File: src/rtl/ahb_txn_queue.sv
// ahb_txn_queue: host command FIFO feeding an AHB master transaction port, plus a
// response FIFO that captures the master's unstallable read-data pulses. Read credits
// (outstanding reads + buffered responses) keep a response slot reserved for every
// read in flight.
module ahb_txn_queue #(
    parameter int unsigned DEPTH = 4,
    parameter int unsigned LVL_W = $clog2(DEPTH) + 1
) (
    input  logic             i_clk_ahb,
    input  logic             i_rst_ahb,
    // Host command side
    input  logic             i_req_valid,
    output logic             o_req_ready,
    input  logic [31:0]      i_req_addr,
    input  logic             i_req_rd0_wr1,
    input  logic [31:0]      i_req_wr_data,
    // Host response side
    output logic             o_rsp_valid,
    input  logic             i_rsp_ready,
    output logic [31:0]      o_rsp_data,
    // AHB master transaction side
    output logic [31:0]      o_addr,
    output logic             o_rd0_wr1,
    output logic [31:0]      o_wr_data,
    output logic             o_valid,
    input  logic             i_ready,
    input  logic             i_rd_valid,
    input  logic [31:0]      i_rd_data,
    // Status
    output logic [LVL_W-1:0] o_cmd_level,
    output logic [LVL_W-1:0] o_rsp_level,
    output logic             o_busy,
    output logic             o_err
);

    localparam int unsigned AW    = $clog2(DEPTH);
    localparam int unsigned CMD_W = 65;

    // Credit limit widened by one bit so outstanding + rsp_level cannot overflow.
    localparam logic [LVL_W:0] CREDIT_MAX = (LVL_W + 1)'(DEPTH);

    // ------------------------------------------------------------------
    // Command FIFO state
    // ------------------------------------------------------------------
    logic [CMD_W-1:0] cmd_mem [DEPTH];
    logic [LVL_W-1:0] cmd_wptr_q, cmd_wptr_d;
    logic [LVL_W-1:0] cmd_rptr_q, cmd_rptr_d;
    logic [LVL_W-1:0] cmd_level;
    logic             cmd_empty;
    logic             cmd_full;
    logic             cmd_push;
    logic             cmd_pop;
    logic [CMD_W-1:0] cmd_head;
    logic             head_is_wr;

    // ------------------------------------------------------------------
    // Response FIFO state
    // ------------------------------------------------------------------
    logic [31:0]      rsp_mem [DEPTH];
    logic [LVL_W-1:0] rsp_wptr_q, rsp_wptr_d;
    logic [LVL_W-1:0] rsp_rptr_q, rsp_rptr_d;
    logic [LVL_W-1:0] rsp_level;
    logic             rsp_empty;
    logic             rsp_push;
    logic             rsp_pop;

    // ------------------------------------------------------------------
    // Credit / error state
    // ------------------------------------------------------------------
    logic [LVL_W-1:0] outstanding_q, outstanding_d;
    logic             err_q, err_d;
    logic [LVL_W:0]   credit_used;
    logic             issue_ok;
    logic             rd_issue;
    logic             rd_orphan;
    logic             req_ready;
    logic             cmd_valid;

    // FIFO occupancy and flags; pointers wrap modulo 2*DEPTH so the MSB tells full from empty.
    always_comb begin
        cmd_level = cmd_wptr_q - cmd_rptr_q;
        cmd_empty = (cmd_wptr_q == cmd_rptr_q);
        cmd_full  = (cmd_wptr_q[LVL_W-1] != cmd_rptr_q[LVL_W-1]) &&
                    (cmd_wptr_q[AW-1:0] == cmd_rptr_q[AW-1:0]);
        rsp_level = rsp_wptr_q - rsp_rptr_q;
        rsp_empty = (rsp_wptr_q == rsp_rptr_q);
    end

    // Issue gating: a read may only leave when a response slot is guaranteed for it.
    always_comb begin
        cmd_head    = cmd_mem[cmd_rptr_q[AW-1:0]];
        head_is_wr  = cmd_head[CMD_W-1];
        credit_used = {1'b0, outstanding_q} + {1'b0, rsp_level};
        issue_ok    = head_is_wr || (credit_used < CREDIT_MAX);
        req_ready   = !cmd_full && !i_rst_ahb;
        cmd_valid   = !cmd_empty && issue_ok && !i_rst_ahb;
    end

    // Handshake decode for both FIFOs and the read-return path.
    always_comb begin
        cmd_push  = i_req_valid && req_ready;
        cmd_pop   = cmd_valid && i_ready;
        rd_issue  = cmd_pop && !head_is_wr;
        // Read data is only accepted while a read is actually in flight.
        rsp_push  = i_rd_valid && (outstanding_q != '0);
        rd_orphan = i_rd_valid && (outstanding_q == '0);
        rsp_pop   = !rsp_empty && !i_rst_ahb && i_rsp_ready;
    end

    // Next-state for pointers, read credits and the sticky error flag.
    always_comb begin
        cmd_wptr_d    = cmd_wptr_q;
        cmd_rptr_d    = cmd_rptr_q;
        rsp_wptr_d    = rsp_wptr_q;
        rsp_rptr_d    = rsp_rptr_q;
        outstanding_d = outstanding_q;
        err_d         = err_q;

        if (cmd_push) cmd_wptr_d = cmd_wptr_q + LVL_W'(1);
        if (cmd_pop)  cmd_rptr_d = cmd_rptr_q + LVL_W'(1);
        if (rsp_push) rsp_wptr_d = rsp_wptr_q + LVL_W'(1);
        if (rsp_pop)  rsp_rptr_d = rsp_rptr_q + LVL_W'(1);

        // Issue and return in the same cycle cancel out.
        case ({rd_issue, rsp_push})
            2'b10:   outstanding_d = outstanding_q + LVL_W'(1);
            2'b01:   outstanding_d = outstanding_q - LVL_W'(1);
            default: outstanding_d = outstanding_q;
        endcase

        if (rd_orphan) err_d = 1'b1;
    end

    // Control registers with synchronous active-high reset.
    always_ff @(posedge i_clk_ahb) begin
        if (i_rst_ahb) begin
            cmd_wptr_q    <= '0;
            cmd_rptr_q    <= '0;
            rsp_wptr_q    <= '0;
            rsp_rptr_q    <= '0;
            outstanding_q <= '0;
            err_q         <= 1'b0;
        end else begin
            cmd_wptr_q    <= cmd_wptr_d;
            cmd_rptr_q    <= cmd_rptr_d;
            rsp_wptr_q    <= rsp_wptr_d;
            rsp_rptr_q    <= rsp_rptr_d;
            outstanding_q <= outstanding_d;
            err_q         <= err_d;
        end
    end

    // Command storage write; contents are not reset, only the pointers are.
    always_ff @(posedge i_clk_ahb) begin
        if (cmd_push) begin
            cmd_mem[cmd_wptr_q[AW-1:0]] <= {i_req_rd0_wr1, i_req_addr, i_req_wr_data};
        end
    end

    // Response storage write; credits guarantee a free slot whenever rsp_push fires.
    always_ff @(posedge i_clk_ahb) begin
        if (rsp_push && !i_rst_ahb) begin
            rsp_mem[rsp_wptr_q[AW-1:0]] <= i_rd_data;
        end
    end

    // Output drive; status is forced to idle values while reset is held.
    always_comb begin
        o_req_ready = req_ready;
        o_valid     = cmd_valid;
        o_rd0_wr1   = cmd_head[CMD_W-1];
        o_addr      = cmd_head[63:32];
        o_wr_data   = cmd_head[31:0];
        o_rsp_valid = !rsp_empty && !i_rst_ahb;
        o_rsp_data  = rsp_mem[rsp_rptr_q[AW-1:0]];
        o_cmd_level = i_rst_ahb ? '0 : cmd_level;
        o_rsp_level = i_rst_ahb ? '0 : rsp_level;
        o_busy      = (!cmd_empty || (outstanding_q != '0)) && !i_rst_ahb;
        o_err       = err_q && !i_rst_ahb;
    end

endmodule

File: config.mk
export PLATFORM = sky130hd
export DESIGN_NAME = ahb_txn_queue
export DESIGN_NICKNAME = d
export VERILOG_FILES = /design/src/rtl/ahb_txn_queue.sv
export SDC_FILE = /design/constraint.sdc
export NUM_CORES = 1
export LEC_CHECK = 0
export BUFFER_PORTS_ARGS = -buffer_cell sky130_fd_sc_hd__buf_2
export CORE_ASPECT_RATIO = 0.75
export CORE_MARGIN = 3
export CORE_UTILIZATION = 51
export DETAILED_ROUTE_END_ITERATION = 16
export GPL_ROUTABILITY_DRIVEN = 0
export PLACE_DENSITY = 0.71
export SETUP_SLACK_MARGIN = 0.4
export SLEW_MARGIN = 15
export SYNTH_ARGS = -nofsm -noshare
export SYNTH_HDL_FRONTEND = slang
export SYNTH_SLANG_ARGS = --single-unit
File: constraint.sdc
create_clock -name i_clk_ahb -period 3.1 [get_ports i_clk_ahb]
set_input_delay 0.31 -clock i_clk_ahb [delete_from_list [all_inputs] [get_ports i_clk_ahb]]
set_output_delay 0.31 -clock i_clk_ahb [all_outputs]
set_load 0.02 [all_outputs]
* Word-level counts from Yosys, hierarchy flattened
Memory sizes are Yosys's and may differ from the RTL's. A register that Yosys moved wholly into a read port is not among the register bits.
Index checks and enable logic that the tools add are counted.
** Cells by class
- $add $sub $neg :: 9
- Order comparisons :: 1
- Eq/ne operators :: 6
- Mux-type cells :: 11
- Reductions and logical operators :: 24
** Operators with widths (number)
- adder 3 x 1 -> 3 bit, second input constant :: 5
- logical AND 1 bit :: 14
- 2-to-1 mux 2 bit :: 4
- == test 3 bit :: 2
- 2-to-1 mux 3 bit :: 2
- case mux 3 bit (2 select lines) :: 1
- subtractor 3 bit :: 2
- logical NOT 1 bit :: 5
- adder 3 x 3 -> 4 bit :: 1
- less-than comparator 4 x 3 -> 1 bit, second input constant :: 1
- 2-to-1 mux 1 bit :: 4
- logical NOT 3 bit :: 1
- nonzero test 3 bit :: 1
- subtractor 3 x 1 -> 3 bit, second input constant :: 1
- == test 2 x 1 -> 1 bit, second input constant :: 1
- == test 2 bit :: 1
- == test 2 bit, second input constant :: 1
- logical OR 1 bit :: 2
- nonzero test 2 bit :: 1
- inequality test 1 bit :: 1
** Storage, ports and cells
- Bits in registers :: 16
- RAM bits :: 388
- Word-level logic and storage cells :: 59
- Memories kept :: 2
** Memory list
- cmd_mem :: depth 4, width 65, rd ports 1, clocked after memory_dff 1, write ports 1, RTL line 45 : logic [CMD_W-1:0] cmd_mem [DEPTH];
- rsp_mem :: depth 4, width 32, rd ports 1, clocked after memory_dff 1, write ports 1, RTL line 59 : logic [31:0] rsp_mem [DEPTH];

* Depth between registers and ports, before layout
Gate-level depths: netlist of run 1.
- Word-level depth :: 10
- Depth in mapped cells :: 14
- Gate-level depth less buffers :: 14

* Least setup slack after synthesis of run 1
OpenSTA, ideal clock, no wires.
- Path type :: register to register
- Start :: register cmd_wptr_q[0]
- End :: memory cmd_mem[3][0] (enable)
- Setup time :: 0.432 ns
- Arrival time :: 2.750 ns
- Required time :: 2.668 ns
- Path slack :: -0.081 ns
- Cell stages (with the launch flop) :: 5
- Path buffers :: 0
- Clock period less this slack :: 3.181 ns
- Cells stage by stage :: dfxtp_1 -> inv_1 -> ha_1 -> a311oi_4 -> and2_1
** Between the ends
- Cells in the longest elaborated chain, start to end :: 7
** RTL lines
- from (decl) :: RTL line 46 : logic [LVL_W-1:0] cmd_wptr_q, cmd_wptr_d;
- from (signal assigned) :: RTL line 144 : cmd_wptr_q <= cmd_wptr_d;
- == test 2 bit :: RTL line 84 : (cmd_wptr_q[AW-1:0] == cmd_rptr_q[AW-1:0]);
- logical AND 1 bit :: RTL line 83 : cmd_full = (cmd_wptr_q[LVL_W-1] != cmd_rptr_q[LVL_W-1]) &&
- logical NOT 1 bit :: RTL line 95 : req_ready = !cmd_full && !i_rst_ahb;
- logical AND 1 bit :: RTL line 95
- logical AND 1 bit :: RTL line 101 : cmd_push = i_req_valid && req_ready;
- 2-to-1 mux 1 bit :: RTL line 155 : if (cmd_push) begin
- 2-to-1 mux 1 bit (not written as such) :: RTL line 156 : cmd_mem[cmd_wptr_q[AW-1:0]] <= {i_req_rd0_wr1, i_req_addr, i_req_wr_data};
- to (decl) :: RTL line 45
Several ways; a longest one is shown, not always the timed one.

* Worst setup path after layout of run 1
- Start :: register rsp_wptr_q[0]
- End :: output o_valid
** Between the ends
- Cells in the longest elaborated chain, start to end :: 6
** RTL lines
- from (decl) :: RTL line 60 : logic [LVL_W-1:0] rsp_wptr_q, rsp_wptr_d;
- from (signal assigned) :: RTL line 146 : rsp_wptr_q <= rsp_wptr_d;
- subtractor 3 bit :: RTL line 85 : rsp_level = rsp_wptr_q - rsp_rptr_q;
- adder 3 x 3 -> 4 bit :: RTL line 93 : credit_used = {1'b0, outstanding_q} + {1'b0, rsp_level};
- less-than comparator 4 x 3 -> 1 bit :: RTL line 94 : issue_ok = head_is_wr || (credit_used < CREDIT_MAX);
- logical OR 1 bit :: RTL line 94
- logical AND 1 bit (2 in a row) :: RTL line 96 : cmd_valid = !cmd_empty && issue_ok && !i_rst_ahb;
- to (decl) :: RTL line 25 : output logic o_valid,
Every way passes these cells.

==> reports/results.ini, run 1 <==
[status]
status=complete, no violations

[timing]
final_hold_viol_count=0
setup_violations=0
slew_viol_final=0
fin_setup_tns_ns=0
fin_crit_sh_pct=89.20
rsz0062_at_grt=yes
finalClockSkew_ns=0.01696
worst_slack_ns=0.3349
fin_crit_ns=2.765
relSlewSlack_pct=62.59
fmax_mhz=361.7
holdWs_ns=0.02138
worstMarginPinSlew_ns=0.5612

[hold_path]
hold_depth=1
hold_path_end=cmd_mem[1][45]
min_from=i_req_addr[13]
hp-class=primary input to flip-flop

[setup_path]
path_common_cell=ha_4
worstPathRequired_ns=2.79
r2r-start=rsp_wptr_q[0]
rrSetupSlack_ns=0.38
critPathKind=flip-flop to primary output
cp_top_family=adder cells
worstPathArrival_ns=2.46
start_kind=flip-flop
endpoint_kind=primary output
crit_slowest_cell=fa_2
cp_slowest_stage_delay_ns=0.45
crit_path_max_fanout=4
crit_chain=inv_4, ha_4, inv_2, fa_2, ha_4, nand3b_1, a21oi_2, nor2_1, buf_4
reg2reg_to=outstanding_q[2]
cp_num_buf_inv=3
reg2regPathDepth=13

[clock_network]
cts_root_buf=clkbuf_16
cts_buffers=40
cts_tree=yes
max-clock-path-buffers=3
ctsHtreeMaxLevel=2
cts_sinks=408
clkTransAtPathRegs_ns=0.06
clk_latency_ns=0.53

[final_layout]
final_common_cell=edfxtp_1
finalNonFillerCells=1409
multi_input_area_mm2=0.003062
layout_common_cells=388 x edfxtp_1, 209 x buf_2, 97 x mux4_2
nFillCells=1963
drive_gt1_share_pct=41.38
final_nets=1107
syn2layout_area_growth_pct=26.05
regArea_mm2=0.01207

[power_and_ir_drop]
power_frac_seq_pct=52.9
power_frac_comb_pct=7.8
switching_share_pct=21.40
power.density_mw_per_mm2=612.2
ir_worst_vdd_uv=494.4
power_mw=11.71
switching_power_mw=2.506
p_leak_nw=6.540
internal_power_mw=9.207
p_clk_share_pct=39.3

[drt]
first_pass_iters=7
wire_per_inst_um=21.45
dr_total_vias=7513
ant_nets=0
drc=0
vias_per_cell=5.332
dr.first_iter.drc_count=494
wl_mm=30.23

[place]
dp_cells=1242
io_buffers=210
hpwl_mm=18.40
place_ws_ns=0.1728

[synthesis]
synth_top_area_share_pct=76.76
syn-cell-area_mm2=0.01518
yosysWarnings=0
syn_inst=644
ys_ff_latch=408
synth_cell_types=35
ys.flop_type=edfxtp_1
ys_async_sr_fraction_pct=0
syn_avg_cell_area_um2=23.57
synth_edf_count=388
synth.area.top_cells=edfxtp_1 77%, mux4_2 14%, dfxtp_1 2.6%, ha_1 1.4%, nor2_1 0.52%
synth_nets=767
synth.yosys.seq_area_share_pct=79.39
yosysTopAreaCell=edfxtp_1

[floorplan]
ios=211
dieArea_mm2=0.03189
die_y_um=155.4
initial_core_util_pct=52.01
fp.coreArea_mm2=0.02919
fp-row-count=54
fp.dieW_um=205.2

[global_route]
grt_pass1_wl_mm=47.48
antenna_found_initial=3
grt_pass1_vias=8155
globalRouteTotalUtil_pct=19.54
grt.overflow.total=0
grt_max_degree=65

[flow_run]
drv_cap=0

[worst max-delay path by stage]
stage	startpoint	endpoint	slack (ns)	depth (start not counted)
3_3_place_gp	rsp_wptr_q[0]	outstanding_q[2]	0.28	14
6_report	rsp_wptr_q[0]	o_valid	0.33	9
3_5_place_dp	rsp_wptr_q[0]	outstanding_q[2]	0.17	13
2_1_floorplan	rsp_wptr_q[0]	outstanding_q[2]	0.38	13
4_1_cts	rsp_wptr_q[0]	o_valid	0.33	10
5_1_grt	rsp_wptr_q[0]	o_valid	0.20	10
[metal layers]
| metal | wire, um | global-route usage, % | vias to the layer above |
|---|---|---|---|
| li1 | - | - | 3381 |
| met1 | 13270 | 28.08 | 3877 |
| met2 | 14800 | 30.84 | 196 |
| met3 | 1371 | 3.577 | 57 |
| met4 | 779 | 6.602 | 2 |
| met5 | 13 | 0 | - |
[state kept, by name, indices dropped and copies added (netlist names), named ones only]
signal,cells
cmd_mem,260
rsp_mem,128
cmd_rptr_q,3
cmd_wptr_q,3
outstanding_q,3
rsp_rptr_q,3
rsp_wptr_q,3
err_q,1
[power groups by stage]
stage	clock [mW]	sequential, mW	combinational (mW)
detailed placement	0	6.31	0.806
CTS	4.71	6.20	0.913
global route	4.95	6.20	0.979
finish	4.61	6.20	0.909
floorplan	0	6.30	0.480
global placement	0	6.31	0.797
[through the flow]
step	util, %	instance area (um^2)
finish	65.55	19130
global placement	57.85	16880
floorplan	-	15200
global route	65.55	19130
CTS	65.44	19100
detailed placement	57.85	16880
[layout make-up]
| type | count | area share, % |
|---|---|---|
| Sequential cell | 408 | 63.07 |
| Multi-Input combinational cell | 200 | 16.00 |
| Timing Repair Buffer | 322 | 11.50 |
| Clock buffer | 46 | 5.572 |
| Tap cell | 392 | 2.563 |
| Clock inverter | 27 | 1.020 |
| Inverter | 12 | 0.2485 |
| Antenna cell | 2 | 0.02616 |
[synthesized netlist by cell type, types with 2 or more instances]
master      n
dfxtp_1    20
a21oi_1     7
nand3_1     3
xnor2_1     4
mux2i_1     2
and2_1      9
nand2_1     6
nor2b_1     2
buf_2      11
edfxtp_1  388
o21ai_0     5
nor3_1      2
xor2_1      6
buf_1       2
fa_1        3
ha_1       17
mux4_2     97
or3_1       2
inv_1      12
nor2_1     21
clkbuf_1   11
[logic make-up (layout without fill, tap and decap cells)]
kind of cell	count (synthesis)	count (layout)	synth area share [%]
AO/OA/AOI/OAI	22	22	1.080
XOR/XNOR	11	11	0.6841
adder cells (fa/ha/maj)	20	20	1.797
buffers and inverters	36	407	0.9809
flip-flops	408	408	79.39
multiplexers	100	100	14.60
other	0	2	0
AND/OR/NAND/NOR	47	47	1.467
[timing repair]
| item | in CTS | in global routing |
|---|---|---|
| resized for setup | 12 | 5 |
| gates cloned | 0 | 0 |
| endpoints found under the hold margin | 346 | 0 |
| buffers inserted | 4 | 1 |
| endpoints found under the setup margin | 3 | 3 |
| hold buffers | 87 | 0 |
| pin swaps | 9 | 3 |
No activity file was read; power rests on OpenSTA's default activity.
==> run 2: changes to the inputs <==
--- a/config.mk
+++ b/config.mk
@@ -8,10 +8,10 @@
 export BUFFER_PORTS_ARGS = -buffer_cell sky130_fd_sc_hd__buf_2
 export CORE_ASPECT_RATIO = 0.75
 export CORE_MARGIN = 3
-export CORE_UTILIZATION = 51
+export CORE_UTILIZATION = 60
 export DETAILED_ROUTE_END_ITERATION = 16
 export GPL_ROUTABILITY_DRIVEN = 0
-export PLACE_DENSITY = 0.71
+export PLACE_DENSITY = 0.79
 export SETUP_SLACK_MARGIN = 0.4
 export SLEW_MARGIN = 15
 export SYNTH_ARGS = -nofsm -noshare
==> constraint.sdc (replaced) <==
create_clock -name i_clk_ahb -period 3.3 [get_ports i_clk_ahb]
set_input_delay 0.33 -clock i_clk_ahb [delete_from_list [all_inputs] [get_ports i_clk_ahb]]
set_output_delay 0.33 -clock i_clk_ahb [all_outputs]
set_load 0.02 [all_outputs]
==> reports/results.ini, run 2 (same netlist as run 1, synthesis figures left out) <==
[status]
status=complete, no violations

[drt]
dr.first_iter.drc_count=601  ; +22%
wire_per_inst_um=23.25  ; +8.4%
dr_total_vias=7324  ; -2.5%
first_pass_iters=5  ; -2
wl_mm=29.13  ; -3.6%
ant_nets=0  ; unchanged
vias_per_cell=5.845  ; +9.6%
drc=0  ; unchanged

[floorplan]
dieArea_mm2=0.02726  ; -15%
die_y_um=143.7  ; -7.5%
fp.dieW_um=189.7  ; -7.6%
initial_core_util_pct=62.21  ; +10 points
fp-row-count=49  ; -9.3%
fp.coreArea_mm2=0.02440  ; -16%
ios=211  ; unchanged

[clock_network]
max-clock-path-buffers=3  ; unchanged
cts_buffers=38  ; -5.0%
cts_tree=yes
holdBufCountCts=0  ; -100%
clkTransAtPathRegs_ns=0.06  ; about the same
cts_root_buf=clkbuf_16
cts_sinks=408  ; unchanged
clk_latency_ns=0.51  ; -0.02 ns
ctsHtreeMaxLevel=2  ; unchanged

[power_and_ir_drop]
p_leak_nw=6.092  ; -6.9%
power.density_mw_per_mm2=590.2  ; -3.6%
ir_worst_vdd_uv=490.5  ; -0.80%

[final_layout]
layout_common_cells=388 x edfxtp_1, 209 x buf_2, 97 x mux4_2
largest_reg_flops=260  ; unchanged
drive_gt1_share_pct=44.34  ; +3.0 points
final_common_cell=edfxtp_1
final_nets=1014  ; -8.4%
final_cell_area_mm2=0.01807  ; -5.6%
syn2layout_area_growth_pct=19.02
finalNonFillerCells=1253  ; -11%

[setup_path]
worstPathArrival_ns=3.37  ; +0.91 ns
critPathKind=flip-flop to flip-flop
crit_chain=inv_4, ha_4, inv_2, fa_2, xnor2_2, ha_4, nor3_4, nand3_2, ha_4, inv_2, fa_2, xor2_2, or3_1, a21oi_2
cp_slowest_stage_delay_ns=0.38  ; -0.07 ns
reg2reg_to=outstanding_q[2]
crit_path_max_fanout=3  ; -1
worstPathRequired_ns=3.74  ; +0.95 ns
reg2regPathDepth=14  ; +1
path_common_cell=ha_4
start_kind=flip-flop
crit_path_end=outstanding_q[2]
endpoint_kind=flip-flop
rrSetupSlack_ns=0.38  ; about the same
crit_start=rsp_wptr_q[0]
crit_slowest_cell=or3_1
r2r-start=rsp_wptr_q[0]

[place]
io_buffers=210  ; unchanged
dpl_cell_area_mm2=0.01672  ; -0.98%
hpwl_mm=18.16  ; -1.3%
place_ws_ns=0.1323  ; -0.04056 ns
dp_cells=1174  ; -5.5%

[hold_path]
hp-class=primary input to flip-flop
hold_depth=1  ; unchanged

[timing]
worst_slack_ns=0.3778  ; +0.04287 ns
fin_setup_tns_ns=0  ; unchanged
fin_crit_ns=2.922
worstMarginPinSlew_ns=0.9274  ; +0.3662 ns
final_hold_viol_count=0  ; unchanged
fmax_mhz=342.2
holdWs_ns=0.03109  ; +0.009708 ns
finalClockSkew_ns=0.01250  ; -0.004458 ns
slew_viol_final=0  ; unchanged
fin_crit_sh_pct=88.55
relSlewSlack_pct=38.17  ; -24 points
setup_violations=0  ; unchanged
rsz0062_at_grt=yes

[global_route]
grt.overflow.total=0  ; unchanged
antenna_found_initial=14  ; +11
grt_max_degree=65  ; unchanged
grt_pass1_wl_mm=44.38  ; -6.5%
globalRouteTotalUtil_pct=21.64  ; +2.1 points
grt_pass1_vias=7597  ; -6.8%

[flow_run]
drv_cap=0  ; unchanged

==> run 2: changes by cell type in the layout (fill, tap and decap cells not counted), sizes merged <==
cell	before	now
bufinv	2	1
dlygate4sd3	87	0
clkbuf	46	49
buf	235	231
clkinv	22	14
diode	2	4
==> run 2: area by class of cell <==
cell class                      count  area, um^2
Antenna cell                        4       10.01
Clock buffer                       49        1056
Clock inverter                     18       112.6
Fill cell                        1431        6335
Inverter                           12       47.55
Multi-Input combinational cell    200        3079
Sequential cell                   408       12070
Tap cell                          331       414.1
Timing Repair Buffer              231        1281
==> run 2: stage by stage <==
step / util (%) / total power, mW
CTS: 73.51 / 10.74
finish: 74.04 / 10.66
detailed placement: 68.52 / 6.678
global route: 74.04 / 11.02
global placement: 68.52 / 6.639
floorplan: - / 6.369
==> run 2: layer usage <==
metal  vias to the layer above  routed length [um]  global-route usage [%]
li1                       3188                   -                       -
met1                      3754               11700                   30.06
met2                       303               14110                   34.55
met3                        59                2662                   6.754
met4                        20                 550                   5.404
met5                         -                 107                       0
==> run 2: critical path: cells and delay by family (launching register included) <==
family | cells | cell delay (ns)
simple gates | 3 | 0.78
compound gates | 1 | 0.12
buf+inv | 3 | 0.16
fa+ha+maj | 5 | 1.14
flops | 1 | 0.36
xor+xnor | 2 | 0.31
==> run 2: worst min-delay path by stage <==
stage | startpoint | end | slack, ns
6_report | i_req_addr[12] | cmd_mem[1][44] | 0.03
5_1_grt | i_req_addr[9] | cmd_mem[3][41] | 0.02
4_1_cts | i_req_addr[16] | cmd_mem[0][48] | 0.01
3_5_place_dp | err_q | err_q | 0.46
3_3_place_gp | err_q | err_q | 0.44
2_1_floorplan | i_req_wr_data[0] | cmd_mem[0][0] | 0.43
==> run 2: power breakdown <==
part	internal, mW	switching [mW]
Clock	2.34	1.73
Sequential	5.78	0.0357
Combinational	0.316	0.460
Total	8.44	2.23
==> run 2: repair_timing <==
item                       4_1_cts  5_1_grt
gates resized for setup         11       15
setup endpoints to repair        3        3
setup buffers                    1        7
pin swaps                        4       10
hold endpoints to repair         0        0
